File: config.mk
export PLATFORM = sky130hd
export DESIGN_NAME = armleocpu_divider
export DESIGN_NICKNAME = d
export VERILOG_FILES = /design/src/rtl/armleocpu_divider_pkg.sv /design/src/rtl/armleocpu_divider_step.sv /design/src/rtl/armleocpu_divider.sv
export SDC_FILE = /design/constraint.sdc
export NUM_CORES = 1
export LEC_CHECK = 0
export BUFFER_PORTS_ARGS = -buffer_cell sky130_fd_sc_hd__buf_2
export CORE_ASPECT_RATIO = 1.75
export CORE_UTILIZATION = 25
export CTS_CLUSTER_DIAMETER = 60
export DETAILED_ROUTE_END_ITERATION = 12
export HOLD_SLACK_MARGIN = 0.05
export PLACE_DENSITY_LB_ADDON = 0.3
export SYNTH_ARGS = -nofsm -noshare
export SYNTH_HDL_FRONTEND = slang
export SYNTH_SLANG_ARGS = --single-unit
File: constraint.sdc
create_clock -name clk -period 4.4 [get_ports clk]
set_clock_uncertainty 0.1 [all_clocks]
set_input_delay 0.22 -clock clk [delete_from_list [all_inputs] [get_ports clk]]
set_output_delay 0.22 -clock clk [all_outputs]
set_load 0.01 [all_outputs]
File: src/rtl/armleocpu_divider_pkg.sv
// Shared definitions for the iterative divider: FSM state width and state type.
package armleocpu_defines;

  localparam int unsigned DIV_STATE_W = 2;

  typedef enum logic [DIV_STATE_W-1:0] {
    DIV_STATE_IDLE = 2'd0,
    DIV_STATE_CALC = 2'd1,
    DIV_STATE_DONE = 2'd2
  } div_state_t;

endpackage

File: src/rtl/armleocpu_divider_step.sv
// One restoring-division step: shift the next dividend bit into the partial
// remainder and subtract the divisor when it fits. Purely combinational.
module armleocpu_divider_step #(
  parameter int unsigned WIDTH = 32
) (
  input  logic [WIDTH-1:0] r,
  input  logic             q_msb,
  input  logic [WIDTH-1:0] divisor,
  output logic [WIDTH-1:0] r_next,
  output logic             q_bit
);

  // The shifted remainder keeps the bit that falls out of r, so a divisor
  // above 2^(WIDTH-1) still compares correctly.
  logic [WIDTH:0]   shifted;
  logic [WIDTH+1:0] diff;

  // Trial subtract; the top bit of diff is the borrow.
  always_comb begin
    shifted = {r, q_msb};
    diff    = {1'b0, shifted} - {2'b00, divisor};
    q_bit   = ~diff[WIDTH+1];
    r_next  = q_bit ? diff[WIDTH-1:0] : shifted[WIDTH-1:0];
  end

endmodule

File: src/rtl/armleocpu_divider.sv
// Iterative unsigned divider (DIVU/REMU), restoring radix-2, one quotient bit
// per clock. Requester holds valid until the one-cycle ready pulse.
// Optional macro ARMLEOCPU_DIVIDER_EARLY_EXIT_EN: finish immediately when
// dividend < divisor (nonzero divisor); results are identical either way.
module armleocpu_divider
  import armleocpu_defines::*;
#(
  parameter int unsigned WIDTH = 32
) (
  input  logic             clk,
  input  logic             rst,
  input  logic             valid,
  input  logic [WIDTH-1:0] dividend,
  input  logic [WIDTH-1:0] divisor,
  output logic             ready,
  output logic             division_by_zero,
  output logic [WIDTH-1:0] quotient,
  output logic [WIDTH-1:0] remainder
);

  localparam int unsigned CNT_W = $clog2(WIDTH);
  localparam logic [CNT_W-1:0] LAST_STEP = CNT_W'(WIDTH - 1);

  div_state_t state, next_state;

  logic [CNT_W-1:0] counter;
  logic [WIDTH-1:0] r;
  logic [WIDTH-1:0] q;
  logic [WIDTH-1:0] d;

  logic [WIDTH-1:0] r_next;
  logic             q_bit;

  logic zero_div;
  logic early_exit;
  logic fast_done;
  logic accept;
  logic step_en;
  logic publish;

  armleocpu_divider_step #(
    .WIDTH(WIDTH)
  ) u_step (
    .r      (r),
    .q_msb  (q[WIDTH-1]),
    .divisor(d),
    .r_next (r_next),
    .q_bit  (q_bit)
  );

  assign zero_div = (divisor == '0);
`ifdef ARMLEOCPU_DIVIDER_EARLY_EXIT_EN
  assign early_exit = (dividend < divisor);
`else
  assign early_exit = 1'b0;
`endif
  assign fast_done = zero_div | early_exit;

  // State register.
  always_ff @(posedge clk) begin
    if (rst) begin
      state <= DIV_STATE_IDLE;
    end else begin
      state <= next_state;
    end
  end

  // Next-state and datapath strobes.
  // Fast results are published at accept, so DONE only publishes when ready
  // is not already high; a high ready in IDLE marks the consumption cycle of
  // the same request and blocks a re-accept.
  always_comb begin
    next_state = state;
    accept     = 1'b0;
    step_en    = 1'b0;
    publish    = 1'b0;
    case (state)
      DIV_STATE_IDLE: begin
        if (valid && !ready) begin
          accept     = 1'b1;
          next_state = fast_done ? DIV_STATE_DONE : DIV_STATE_CALC;
        end
      end
      DIV_STATE_CALC: begin
        if (!valid) begin
          next_state = DIV_STATE_IDLE;
        end else begin
          step_en = 1'b1;
          if (counter == LAST_STEP) begin
            next_state = DIV_STATE_DONE;
          end
        end
      end
      DIV_STATE_DONE: begin
        publish    = !ready;
        next_state = DIV_STATE_IDLE;
      end
      default: next_state = DIV_STATE_IDLE;
    endcase
  end

  // Working shift register, counter and held result registers.
  always_ff @(posedge clk) begin
    if (rst) begin
      counter          <= '0;
      r                <= '0;
      q                <= '0;
      d                <= '0;
      ready            <= 1'b0;
      division_by_zero <= 1'b0;
      quotient         <= '0;
      remainder        <= '0;
    end else begin
      ready <= publish | (accept & fast_done);
      if (accept) begin
        d       <= divisor;
        q       <= dividend;
        r       <= '0;
        counter <= '0;
        if (fast_done) begin
          quotient         <= zero_div ? '1 : '0;
          remainder        <= dividend;
          division_by_zero <= zero_div;
        end
      end
      if (step_en) begin
        r       <= r_next;
        q       <= {q[WIDTH-2:0], q_bit};
        counter <= counter + CNT_W'(1);
      end
      if (publish) begin
        quotient         <= q;
        remainder        <= r;
        division_by_zero <= 1'b0;
      end
    end
  end

endmodule

### After elaboration in Yosys (flattened, before gate mapping)

Cells that the tools add are included.

| storage, ports and cells | value |
|---|---|
| register bits | 169 |
| input bits | 67 |
| logic and storage cells | 53 |

| cells by class | value |
|---|---|
| add/subtract/negate cells | 2 |
| equality and inequality tests | 5 |
| muxes and demuxes | 23 |
| bitwise operators | 3 |
| reductions and logical operators | 11 |

Operator list:

| operator | count |
|---|---|
| $mux W32 | 11 |
| $sub A33 B32 Y34 | 1 |
| $logic_not A32 Y1 | 1 |
| $mux W5 | 2 |
| $mux W2 | 4 |
| $reduce_and A2 Y1 | 3 |
| $reduce_bool A2 Y1 | 3 |
| $add A5 B1 Y5 const B | 1 |
| $eq A5 B5 Y1 const B | 1 |
| $mux W1 | 5 |
| $pmux W2 S2 | 1 |
| $ne A3 B3 Y1 const B | 1 |
| $eq A2 B1 Y1 const B | 1 |
| $eq A2 B2 Y1 const B | 1 |
| $logic_not A2 Y1 | 1 |
| $ne A2 B2 Y1 const B | 1 |
| $reduce_or A2 Y1 | 1 |
| $and A1 B1 Y1 | 1 |
| $logic_and A1 B1 Y1 | 1 |
| $logic_not A1 Y1 | 1 |
| $not A1 Y1 | 1 |
| $or A1 B1 Y1 | 1 |

### Depth between registers and ports, before layout

| depth | value |
|---|---|
| depth in word-level cells | 6 |
| gate-level depth with buffers | 13 |
| mapped depth without buffers | 12 |

### Modules after synthesis

Synthesis repeated with hierarchy kept, for this count alone.

| unflattened totals | value |
|---|---|
| cells, all modules | 1053 |
| area total of the unflattened synthesis | 9137.5 um^2 |

By module, submodules not included:

| module | instances | cells an instance | area an instance (um^2) | seq. area each (um^2) |
|---|---|---|---|---|
| armleocpu_divider | 1 | 741 | 6849.1 | 3383.2 |
| armleocpu_divider_step | 1 | 312 | 2288.4 | 0.0 |

### Worst setup path before layout

No wires, ideal clock.

| path | value |
|---|---|
| path kind | register to register |
| start | register q[31] |
| end | register r[30] |
| library setup time | 117 ps |
| arrival time | 2904 ps |
| required time | 4183 ps |
| setup slack | 1279 ps |
| stages on the path, launching flop included | 13 |
| path through | dfxtp_1 -> inv_1 -> ha_1 -> fa_1 -> and2b_1 -> o2111ai_2 -> a21oi_2 -> o41ai_4 -> o311ai_4 -> nand4_2 -> or4_1 -> o2111a_1 -> a22o_1 |

| between the ends | value |
|---|---|
| word-level cells in the longest chain between the ends | 3 |

Ends and longest elaborated chain:

| what | line | source |
|---|---|---|
| start, declared | armleocpu_divider.sv:28 | `logic [WIDTH-1:0] q;` |
| start signal, assigned | armleocpu_divider.sv:117 | `q <= dividend;` |
| start signal, assigned | armleocpu_divider.sv:128 | `q <= {q[WIDTH-2:0], q_bit};` |
| $sub A33 B32 Y34 | armleocpu_divider_step.sv:21 | `diff = {1'b0, shifted} - {2'b00, divisor};` |
| $mux W32 | armleocpu_divider_step.sv:23 | `r_next = q_bit ? diff[WIDTH-1:0] : shifted[WIDTH-1:0];` |
| $mux W32 | armleocpu_divider.sv:126 | `if (step_en) begin` |
| end signal, assigned | armleocpu_divider.sv:127 | `r <= r_next;` |
| end, declared | armleocpu_divider.sv:27 | `logic [WIDTH-1:0] r;` |

Every way passes these cells.
A chain may end at the register's enable or synchronous reset.

### Final worst setup path

Ends and elaborated chain as after synthesis.

==> impl_metrics.json <==
{
  "path_depth": 12,
  "async_flop_share": 0,
  "finalMaxSlewViolations": 0,
  "power_mw": 3.64,
  "pwr_density_cell_mw_per_mm2": 339,
  "ioPinCount": 133,
  "hold_path_depth": 2,
  "placed_area_mm2": 0.00952,
  "path_buf_inv": 1,
  "routed_via_density": 4.91,
  "fin_util": 0.319,
  "yosysUniqueCellTypes": 62,
  "period_needed_ns": 3.41,
  "crit_path_start_kind": "register",
  "instances_no_fill": 1730,
  "syn-instance-count": 1118,
  "fmax_ghz": 0.293,
  "p_leak_nw": 4.46,
  "drc": 0,
  "cp_slowest_cell": "or4_1",
  "hold_buffers": 64,
  "cts_setup_buffers": 0,
  "post_cts_resized": 0,
  "start_util": 0.253,
  "p_sw_mw": 1.03,
  "antenna_found_initial": 0,
  "htreeDepth": 4,
  "grt_usage": 0.165,
  "synth.most_common_cell": "nand2_1",
  "ys_seq_elements": 169,
  "ant_nets": 0,
  "cap_violations": 0,
  "yosysSeqAreaShare": 0.398,
  "clock_sinks": 169,
  "path_clk_slew_ns": 0.07,
  "synth-main-ff-cell": "dfxtp_1",
  "dp_cells": 1634,
  "grt_pass1_wl_um": 44400,
  "clk_latency_ns": 0.45,
  "p_int_mw": 2.61,
  "core_mm2": 0.0336,
  "cp_max_fo": 6,
  "worstSetupEndpointType": "register",
  "nets": 1364,
  "drive_above_1_share": 0.150,
  "min_from": "rst",
  "path_class": "register to register",
  "combPwrFrac": 0.150,
  "grt_setup_unrepaired": "no",
  "cp.required_ns": 4.64,
  "num_vias": 8490,
  "cts_tree": "yes",
  "port_buffers": 132,
  "timing.slew.headroom": 0.282,
  "synth_edf_count": 0,
  "worst_pin_slew_ns": 1.08,
  "yosys_warnings": 0,
  "critPathTopFamily": "compound AO/OA/AOI/OAI gates",
  "drt-total-wl_um": 28100,
  "drt_iter0_markers": 530,
  "grt_overflow": 0,
  "slowest_delay_ns": 0.50,
  "worstRegToRegCells": 12,
  "crit_chain": "inv_1, ha_1, fa_1, and2b_1, o2111ai_2, a21oi_2, o41ai_4, o311ai_4, nand4_2, or4_1, o2111a_1, a22o_1",
  "cp-startpoint": "q[31]",
  "irDropWorstVdd_uv": 257,
  "root_buffer": "clkbuf_16",
  "pwr-share-seq": 0.442,
  "synth_area_mm2": 0.00851,
  "gp_congestion": 0.873,
  "chipWidth_um": 141,
  "grt_max_degree": 97,
  "finalCritPeriodShare": 0.776,
  "dp_hpwl_um": 20100,
  "design_area_mm2": 0.0107,
  "rows": 89,
  "syn_avg_cell_area_um2": 7.61,
  "numCtsBuffers": 17,
  "grt_pass1_vias": 8201,
  "sw_frac_of_total": 0.283,
  "hold_violations": 0,
  "area_delta_synth_final_pct": 26.2,
  "synth_area_leaders": "dfxtp_1 (40%), nand2_1 (11%), a311oi_1 (6.8%), nor2_1 (5.9%), ha_1 (5.0%)",
  "synth_fp_nets": 1220,
  "run_status": "completed",
  "cts.path.max_buffers": 2,
  "setup_viol": 0,
  "critical_path_arrival_ns": 3.65,
  "p_clk_frac": 0.408,
  "drt-wirelength-per-cell_um": 16.2,
  "die_h_um": 246,
  "drtPass1Iterations": 5,
  "synth_area_leader_cell": "dfxtp_1",
  "reg2reg_from": "q[31]",
  "synthDominantCellAreaShare": 0.398,
  "die_area_mm2": 0.0348,
  "diodes": 0,
  "synth_common_cells": "nand2_1 (244), dfxtp_1 (169), nor2_1 (134)",
  "hold_path_class": "primary input to register",
  "totalNegativeSetupSlack_ns": 0
}
state kept, by name, summed over array words and instances (netlist names):
signal,cells
d,32
q,32
quotient,32
r,32
remainder,32
counter,5
state,2
division_by_zero,1
ready,1
path summary, 6_finish.rpt:
path	to	slack [ns]
worst max-delay path	r[30]	0.99
worst min-delay path	state[1]	0.24
worst max register to register	r[30]	0.99
worst min register to register	d[16]	0.35
area by class of cell:
cell class                 count  area [um2]
inverter                      42         158
tap                          455         569
clock buffer                  19         453
clock inverter                13         119
multi-input combinational    824        4660
fill                        3714       22900
timing repair buffer         208        1390
sequential                   169        3380
metrics by stage:
stage / hold slack (ns) / worst slack (ns)
2_1_floorplan: 0.256 / 1.28
3_3_place_gp: 0.339 / 1.06
3_5_place_dp: 0.347 / 1.04
4_1_cts: 0.239 / 1.01
5_1_grt: 0.259 / 0.846
6_report: 0.244 / 0.987
power by group through the flow:
stage          Combinational (mW)  Sequential [mW]  Clock (mW)
2_1_floorplan               0.354             1.63           0
3_3_place_gp                0.502             1.64           0
3_5_place_dp                0.503             1.65           0
4_1_cts                     0.548             1.61        1.53
5_1_grt                     0.605             1.62        1.58
6_report                    0.546             1.61        1.48
cell families after synthesis:
group | share of synthesized area
and+or+nand+nor | 0.251
AOI/OAI and AO/OA | 0.213
DFF | 0.398
buffers and inverters | 0.0570
adders and majority gates | 0.0523
xor gates and xnor gates | 0.0237
muxes | 0.00500
layer usage:
layer / global-route usage / vias up / wire length (um)
li1: - / 4204 / -
met3: 0.0251 / 59 / 868
met4: 0.0787 / 0 / 974
met5: 0 / - / 0
met1: 0.173 / 4027 / 11000
met2: 0.317 / 200 / 15200
cell usage in the layout, fill, tap and decap left out, types with 15 or more instances in the layout:
master | netlist | final
nand2_1 | 244 | 241
dfxtp_1 | 169 | 169
nor2_1 | 134 | 134
a22oi_1 | 18 | 18
a21oi_1 | 79 | 79
nor3_1 | 71 | 70
dlygate4sd3_1 | 0 | 64
clkbuf_16 | 0 | 17
ha_1 | 34 | 34
xnor2_1 | 15 | 15
buf_2 | 7 | 131
inv_1 | 42 | 42
a311oi_1 | 66 | 66
o21ai_0 | 33 | 33
(Power assumes the default switching activity.)
